`src/rtl/ocp_arb_pkg.sv`:
```
// Shared encodings for the two-master OCP arbiter: command/response codes and FSM states.
package ocp_arb_pkg;

  localparam logic [2:0] MCMD_IDLE = 3'b000;
  localparam logic [2:0] MCMD_WR   = 3'b001;
  localparam logic [2:0] MCMD_RD   = 3'b010;

  localparam logic [1:0] SRESP_NULL = 2'b00;
  localparam logic [1:0] SRESP_DVA  = 2'b01;
  localparam logic [1:0] SRESP_ERR  = 2'b11;

  typedef enum logic [1:0] {
    ST_IDLE = 2'd0,
    ST_CMD  = 2'd1,
    ST_RESP = 2'd2
  } arb_state_e;

  // Only write and read start a transaction; every other code is ignored.
  function automatic logic cmd_valid(input logic [2:0] cmd);
    return (cmd == MCMD_WR) || (cmd == MCMD_RD);
  endfunction

endpackage

```
`src/rtl/ocp_arb_rr.sv`:
```
// Two-way round-robin grant decision; the pointer moves only when a transaction completes.
module ocp_arb_rr (
  input  logic       clk,
  input  logic       reset_n,
  input  logic [1:0] req,
  input  logic       upd,
  input  logic [1:0] upd_owner,
  output logic [1:0] grant
);

  logic favour_m1;

  // After a completion the master that just finished loses priority.
  always_ff @(posedge clk or negedge reset_n) begin
    if (!reset_n) begin
      favour_m1 <= 1'b0;
    end else if (upd) begin
      favour_m1 <= (upd_owner == 2'b01);
    end
  end

  always_comb begin
    grant = 2'b00;
    if (req == 2'b11) begin
      grant = favour_m1 ? 2'b10 : 2'b01;
    end else begin
      grant = req;
    end
  end

endmodule

```
`src/rtl/ocp_arbiter.sv`:
```
// Two-master to one-slave OCP arbiter with IDLE/CMD/RESP sequencing.
// Optional read-response timeout enabled by defining OCP_ARB_TIMEOUT_EN.
module ocp_arbiter
  import ocp_arb_pkg::*;
#(
  parameter int ADDR_W  = 8,
  parameter int DATA_W  = 8,
  parameter int TMO_CYC = 255
) (
  input  logic              clk,
  input  logic              reset_n,
  input  logic [2:0]        m0_MCmd,
  input  logic [ADDR_W-1:0] m0_MAddr,
  input  logic [DATA_W-1:0] m0_MData,
  output logic              m0_SCmdAccept,
  output logic [DATA_W-1:0] m0_SData,
  output logic [1:0]        m0_SResp,
  input  logic [2:0]        m1_MCmd,
  input  logic [ADDR_W-1:0] m1_MAddr,
  input  logic [DATA_W-1:0] m1_MData,
  output logic              m1_SCmdAccept,
  output logic [DATA_W-1:0] m1_SData,
  output logic [1:0]        m1_SResp,
  output logic [2:0]        s_MCmd,
  output logic [ADDR_W-1:0] s_MAddr,
  output logic [DATA_W-1:0] s_MData,
  input  logic              s_SCmdAccept,
  input  logic [DATA_W-1:0] s_SData,
  input  logic [1:0]        s_SResp,
  output logic [1:0]        arb_grant,
  output logic [1:0]        dbg_state
);

  // Handshake: a master holds MCmd (with MAddr/MData) until it sees SCmdAccept
  // in the same cycle; the slave accepts by raising s_SCmdAccept while s_MCmd
  // is non-idle; a read completes in the first cycle s_SResp is non-null.

  arb_state_e        state, state_d;
  logic [1:0]        grant_q, grant_d;
  logic [1:0]        rr_grant;
  logic              rr_upd;
  logic              tmo_hit;
  logic [2:0]        own_cmd;
  logic [ADDR_W-1:0] own_addr;
  logic [DATA_W-1:0] own_data;
  logic              fwd_acc;
  logic [1:0]        fwd_resp;
  logic [DATA_W-1:0] fwd_data;

  ocp_arb_rr u_rr (
    .clk       (clk),
    .reset_n   (reset_n),
    .req       ({cmd_valid(m1_MCmd), cmd_valid(m0_MCmd)}),
    .upd       (rr_upd),
    .upd_owner (grant_q),
    .grant     (rr_grant)
  );

`ifdef OCP_ARB_TIMEOUT_EN
  localparam logic [7:0] TMO_LAST = 8'(TMO_CYC - 1);
  logic [7:0] tmo_cnt;

  // Zero on the first RESP cycle, so the last allowed cycle sees TMO_CYC-1.
  always_ff @(posedge clk or negedge reset_n) begin
    if (!reset_n) begin
      tmo_cnt <= 8'd0;
    end else if (state != ST_RESP) begin
      tmo_cnt <= 8'd0;
    end else begin
      tmo_cnt <= tmo_cnt + 8'd1;
    end
  end

  assign tmo_hit = (state == ST_RESP) && (tmo_cnt == TMO_LAST);
`else
  assign tmo_hit = 1'b0;
`endif

  always_ff @(posedge clk or negedge reset_n) begin
    if (!reset_n) begin
      state   <= ST_IDLE;
      grant_q <= 2'b00;
    end else begin
      state   <= state_d;
      grant_q <= grant_d;
    end
  end

  always_comb begin
    own_cmd  = grant_q[1] ? m1_MCmd  : m0_MCmd;
    own_addr = grant_q[1] ? m1_MAddr : m0_MAddr;
    own_data = grant_q[1] ? m1_MData : m0_MData;
  end

  always_comb begin
    state_d  = state;
    grant_d  = grant_q;
    rr_upd   = 1'b0;
    s_MCmd   = MCMD_IDLE;
    s_MAddr  = '0;
    s_MData  = '0;
    fwd_acc  = 1'b0;
    fwd_resp = SRESP_NULL;
    fwd_data = '0;
    case (state)
      ST_IDLE: begin
        if (rr_grant != 2'b00) begin
          grant_d = rr_grant;
          state_d = ST_CMD;
        end
      end
      ST_CMD: begin
        s_MCmd  = own_cmd;
        s_MAddr = own_addr;
        s_MData = own_data;
        if (!cmd_valid(own_cmd)) begin
          // Owner withdrew its command: release without moving the pointer.
          state_d = ST_IDLE;
          grant_d = 2'b00;
        end else if (s_SCmdAccept) begin
          fwd_acc = 1'b1;
          if (own_cmd == MCMD_WR) begin
            state_d = ST_IDLE;
            grant_d = 2'b00;
            rr_upd  = 1'b1;
          end else begin
            state_d = ST_RESP;
          end
        end
      end
      ST_RESP: begin
        if (s_SResp != SRESP_NULL) begin
          fwd_resp = s_SResp;
          fwd_data = s_SData;
          state_d  = ST_IDLE;
          grant_d  = 2'b00;
          rr_upd   = 1'b1;
        end else if (tmo_hit) begin
          fwd_resp = SRESP_ERR;
          state_d  = ST_IDLE;
          grant_d  = 2'b00;
          rr_upd   = 1'b1;
        end
      end
      default: begin
        state_d = ST_IDLE;
        grant_d = 2'b00;
      end
    endcase
  end

  assign m0_SCmdAccept = fwd_acc & grant_q[0];
  assign m1_SCmdAccept = fwd_acc & grant_q[1];
  assign m0_SResp      = grant_q[0] ? fwd_resp : SRESP_NULL;
  assign m1_SResp      = grant_q[1] ? fwd_resp : SRESP_NULL;
  assign m0_SData      = grant_q[0] ? fwd_data : '0;
  assign m1_SData      = grant_q[1] ? fwd_data : '0;
  assign arb_grant     = grant_q;
  assign dbg_state     = state;

endmodule
```
`config.mk`:
```
export PLATFORM = sky130hd
export DESIGN_NAME = ocp_arbiter
export DESIGN_NICKNAME = d
export VERILOG_FILES = /design/src/rtl/ocp_arb_pkg.sv /design/src/rtl/ocp_arb_rr.sv /design/src/rtl/ocp_arbiter.sv
export SDC_FILE = /design/constraint.sdc
export NUM_CORES = 1
export LEC_CHECK = 0
export CAP_MARGIN = 30
export CORE_MARGIN = 5
export CORE_UTILIZATION = 31
export CTS_BUF_LIST = sky130_fd_sc_hd__clkbuf_4
export CTS_CLUSTER_DIAMETER = 150
export DETAILED_ROUTE_END_ITERATION = 10
export PLACE_DENSITY = 0.84
export SYNTH_ARGS = -nofsm -noshare
export SYNTH_HDL_FRONTEND = slang
export SYNTH_SLANG_ARGS = --single-unit
```
`constraint.sdc`:
```
create_clock -name clk -period 2.5 [get_ports clk]
set_clock_uncertainty 0.05 [all_clocks]
set_input_delay 0.375 -clock clk [delete_from_list [all_inputs] [get_ports clk]]
set_output_delay 0.375 -clock clk [all_outputs]
set_load 0.05 [all_outputs]
```
======== Word-level counts from Yosys, hierarchy flattened ========
Cells that the tools add are included.
storage, ports and cells
  register bits ........................... 5
  bits of input ports ..................... 51
  output and inout port bits .............. 45
operators by class
  eq/ne operators ......................... 14
  mux-type cells .......................... 35
  bitwise logic cells ..................... 2
  reduce and logical (&&, ||, !) cells .... 8
operators by type and width
  cell                                                             number
  8-bit 2-to-1 mux                                                 8
  2-bit 2-to-1 mux                                                 15
  2-bit case mux with 3 select lines                               2
  3-bit by 1-bit == test with 1-bit output, second input constant  3
  3-bit by 2-bit == test with 1-bit output, second input constant  3
  1-bit 2-to-1 mux                                                 7
  3-bit 2-to-1 mux                                                 2
  3-bit inequality test, second input constant                     2
  2-bit by 1-bit == test with 1-bit output, second input constant  2
  2-bit == test, second input constant                             2
  2-bit inequality test, second input constant                     2
  4-bit AND reduction                                              1
  2-bit nonzero test                                               2
  1-bit logical OR                                                 3
  3-bit AND reduction                                              1
  1-bit bitwise AND                                                2
  2-bit zero test                                                  1
  1-bit case mux with 2 select lines                               1

======== Longest topological paths before layout ========
Gate-level depths: netlist of run 1.
  depth after elaboration ................. 7
  depth in mapped cells ................... 6
  mapped depth without buffers ............ 6

======== Cells and area by module ========
From an unflattened synthesis of run 1, not the netlist that was laid out.
second synthesis, totals
  cell total of the unflattened synthesis .. 117
  area total of the unflattened synthesis .. 947.2 um^2
modules (own cells, without submodules)
  module       times used  cells an instance  area each (um^2)
  ocp_arbiter  1           111                890.9
  ocp_arb_rr   1           6                  56.3

======== Least setup slack after synthesis of run 1 ========
No wires, ideal clock.
  path kind ............................... register to output
  from .................................... reg grant_q[1], in the netlist arb_grant[1]
  to ...................................... out s_MAddr[0]
  data arrival time ....................... 2.147 ns
  required time ........................... 2.075 ns
  setup slack ............................. -0.072 ns
  stages on the path, launching flop included .. 5
  cells stage by stage .................... dfrtp_1 -> buf_1 -> buf_2 -> mux2i_1 -> nor2b_1
on the way
  cells in the longest elaborated chain, start to end .. 2
ends and longest elaborated chain
  what                    line                source
  from (decl)             ocp_arbiter.sv:39   logic [1:0] grant_q, grant_d;
  from (signal assigned)  ocp_arbiter.sv:85   grant_q <= grant_d;
  8-bit 2-to-1 mux        ocp_arbiter.sv:91   own_addr = grant_q[1] ? m1_MAddr : m0_MAddr;
  8-bit 2-to-1 mux        ocp_arbiter.sv:105  case (state)
  to (decl)               ocp_arbiter.sv:25   output logic [ADDR_W-1:0] s_MAddr,
Every way passes these cells.

======== Worst setup path in the final report of run 1 ========
  from .................................... in m0_MCmd[0]
  to ...................................... out m0_SCmdAccept
on the way
  cells in the longest elaborated chain, start to end .. 6
  elaborated cells between the ends (all ways) .. 7
  classes of those cells .................. 2 x eq/ne; 3 x mux; 1 x bitwise; 1 x reduce/logical
ends and longest elaborated chain
  what                                                                                                  line                source
  from (decl)                                                                                           ocp_arbiter.sv:12   input logic [2:0] m0_MCmd,
  3-bit 2-to-1 mux *                                                                                    ocp_arbiter.sv:90   own_cmd = grant_q[1] ? m1_MCmd : m0_MCmd;
  3-bit by 1-bit == test with 1-bit output or 3-bit by 2-bit == test with 1-bit output (tied branches)  ocp_arb_pkg.sv:20   return (cmd == MCMD_WR) || (cmd == MCMD_RD);
  1-bit logical OR *                                                                                    ocp_arb_pkg.sv:20
  1-bit 2-to-1 mux *                                                                                    ocp_arbiter.sv:116  if (!cmd_valid(own_cmd)) begin
  1-bit 2-to-1 mux *                                                                                    ocp_arbiter.sv:105
  1-bit bitwise AND *                                                                                   ocp_arbiter.sv:152  assign m0_SCmdAccept = fwd_acc & grant_q[0];
  to (decl)                                                                                             ocp_arbiter.sv:15   output logic m0_SCmdAccept,
Mark *: on every way between the ends. The rest lies on a longest branch, timed or not.

==> metrics, run 1 <==
# DRC=0; CTS max path bufs=2; yosys warns=0; CTS Hold Bufs=0; Starting Density=32.49%; Synthesized Nets=around 170; detailed placer's ending HPWL=3.543 mm; Startpoint Class=input pin; die height=63.76 um; CTS Buf Count=3; htree depth=1; status=finished, final reports clean; Die Area=about 0.004 mm2; RSZ-0062 raised after global routing=false; pin count of the biggest net entering global routing=17; register area share after synthesis=between 10% and 20%; Pleak=about 0.97 nW; number of synthesized flops with an enable pin=0; port buffer count=95; setup violators final=0; Reg2Reg Setup Slack=0.55 ns; hold crit path type=input pin to async pin; Slowest Stage Delay on Critical Path=0.53 ns; max_cap viols=0; all-layer global routing usage=around a fifth; Root Buffer=clkbuf_4; slew margin rel.=~66%; total clock sinks=5; power density cells=roughly 860 mW/mm2; Post-Route WL=just under 4 mm; postcts setup bufs=0; post-layout min period=around 2.3 ns; cells after synthesis=approximately 110; Worst path top cell family by delay=buffers and inverters; drt wl/cell=~17 um; Initial DRT Pass Iterations=4; synthesized area=895.9 um2; final hold violation count=0; CP Cell Sequence=clkdlybuf4s50_1 > xnor2_1 > mux2_4 > nor2_1 > and2_1 > buf_12; layout net count=between 200 and 300; Reg clk slew, reported paths=about 0.05 ns; Mean Syn Cell Area=between 8 and 9 um2; R2R depth=6; Least-Margin Pin Slew=about 0.5 ns; flops & latches, synth=5; CTS tree=done; area delta synth->final=162.6%; CP Depth=6; Crit path buffers/inverters=2; Pins Over Slew Limit=0; Placer Congestion=between 0.7 and 0.8; Crit. Startpoint=m0_MCmd[0]; initial antenna violation count=0; Async S/R FF share, synth=between 90% and 100%; Most used DFF post-synth=dfrtp_1; Clk Latency, worst-skew pair=0.25 ns; Post-CTS Resized=0; worst path required time=2.08 ns; Via density=a little under 5; Crit. End Element=output pin; crit path capture=m0_SCmdAccept; crit path max fanout=4; number of distinct library cells after synthesis=25; Remaining Overflow, GRT=0; Routed Antenna Nets=0; peak supply drop=1.117 mV; core area=between 0.002 and 0.003 mm2; dpl ws=0.1995 ns; Max Freq=~440 MHz; fin crit share=91.67%; worst hold slack=roughly 0.31 ns; DR iter-0 viols=38; Ports=96; num rows=19; WS Path Type=input pin to output pin; Critical Path AT=roughly 1.9 ns; Die Wd=63.76 um; Final TNS setup=0 ns; Final Worst Setup Slack=about 0.21 ns; vias in the first global route=roughly 1400; fraction of layout cells with a size suffix above 1=between 30% and 40%; routed via count=between 1000 and 1500; first-pass GRT wire length=6.492 mm; Worst R2R Start=dbg_state[1]; diode count=0; RR Endpoint=arb_grant[0]; Slowest-stage cell, CP=clkdlybuf4s50_1
[cells by family (layout without fill, tap and decap cells)]
| family | count (synthesis) | in the layout | synth area share (%) |
|---|---|---|---|
| XOR/XNOR | 2 | 2 | 1.956 |
| adder cells (fa/ha/maj) | 3 | 3 | 4.190 |
| flip-flops | 5 | 5 | 13.97 |
| AO/OA/AOI/OAI | 8 | 8 | 8.101 |
| buffers and inverters | 9 | 106 | 4.050 |
| multiplexers | 25 | 25 | 30.03 |
| AND/OR/NAND/NOR | 59 | 59 | 37.71 |
[synth_stat cells (all sizes together), types with 2 or more instances]
cell,count,area share [%]
a31oi,2,1.4
and2,18,13
and3,4,2.8
buf,3,1.5
clkbuf,2,0.84
dfrtp,5,14
ha,3,4.2
inv,4,1.7
mux2,6,8.8
mux2i,19,21
nand2,6,2.5
nor2,8,3.6
nor2b,20,14
nor3b,2,1.7
o21ai,2,1.1
xnor2,2,2.0
[power breakdown]
| part | switching (mW) | internal (mW) | leakage (nW) |
|---|---|---|---|
| Combinational | 0.924 | 0.841 | 0.885 |
| Clock | 0.0377 | 0.0715 | 0.0184 |
| Sequential | 0.0378 | 0.111 | 0.0662 |
[layer usage]
| metal | vias to the layer above | global-route usage, % | part of all wire [%] |
|---|---|---|---|
| met2 | 75 | 38.45 | 55 |
| met4 | 0 | 1.558 | 0 |
| li1 | 571 | - | - |
| met3 | 0 | 10.16 | 13 |
| met1 | 541 | 19.02 | 32 |
| met5 | - | 0 | 0 |
[cells in the final DEF, fill, tap and decap left out, types with 5 or more instances in the layout]
cell type and count:
nor2_1 7, clkdlybuf4s50_1 53, buf_12 40, and2_1 18, dfrtp_1 5, nor2b_2 16, buf_4 5, mux2i_1 19
nand2_1 6
[final cells by class]
| cell class | instances | area [um2] |
|---|---|---|
| flip-flops and latches | 5 | 125.1 |
| fillers | 138 | 405.4 |
| multi-input cells | 97 | 774.5 |
| inverters | 4 | 15.01 |
| clock buffers | 4 | 30.03 |
| well taps | 31 | 38.79 |
| repair buffers | 98 | 1369 |
[through the flow]
stage | area (um2) | utilization (%) | total power [mW] | std cells
2_1_floorplan | 935.9 | - | 1.107 | 111
3_3_place_gp | 2322 | 84.21 | 1.876 | 235
3_5_place_dp | 2322 | 84.21 | 1.922 | 235
4_1_cts | 2352 | 85.30 | 2.035 | 239
5_1_grt | 2352 | 85.30 | 2.111 | 239
6_report | 2352 | 85.30 | 2.022 | 239
[sequential cells by signal, summed over array words and instances (netlist names)]
name,count
u_rr.favour_m1,1
arb_grant,2
dbg_state,2
[worst min-delay path by stage]
stage,start,to,slack [ns],depth (start not counted)
finish,reset_n,arb_grant[0],0.31,1
global route,reset_n,arb_grant[0],0.32,1
CTS,reset_n,arb_grant[0],0.31,1
detailed placement,dbg_state[1],dbg_state[1],0.50,1
global placement,u_rr.favour_m1,u_rr.favour_m1,0.49,1
floorplan,reset_n,arb_grant[0],0.03,0
Note: power is estimated with default switching activity, not from simulation.
==> run 2: changes to the inputs <==
--- a/config.mk
+++ b/config.mk
@@ -11,6 +11,7 @@
 export CTS_BUF_LIST = sky130_fd_sc_hd__clkbuf_4
 export CTS_CLUSTER_DIAMETER = 150
 export DETAILED_ROUTE_END_ITERATION = 10
+export HOLD_SLACK_MARGIN = 0.1
 export PLACE_DENSITY = 0.84
 export SYNTH_ARGS = -nofsm -noshare
 export SYNTH_HDL_FRONTEND = slang
==> results of run 2 <==
The final DEF is identical to that of run 1; final timing and power are the same.
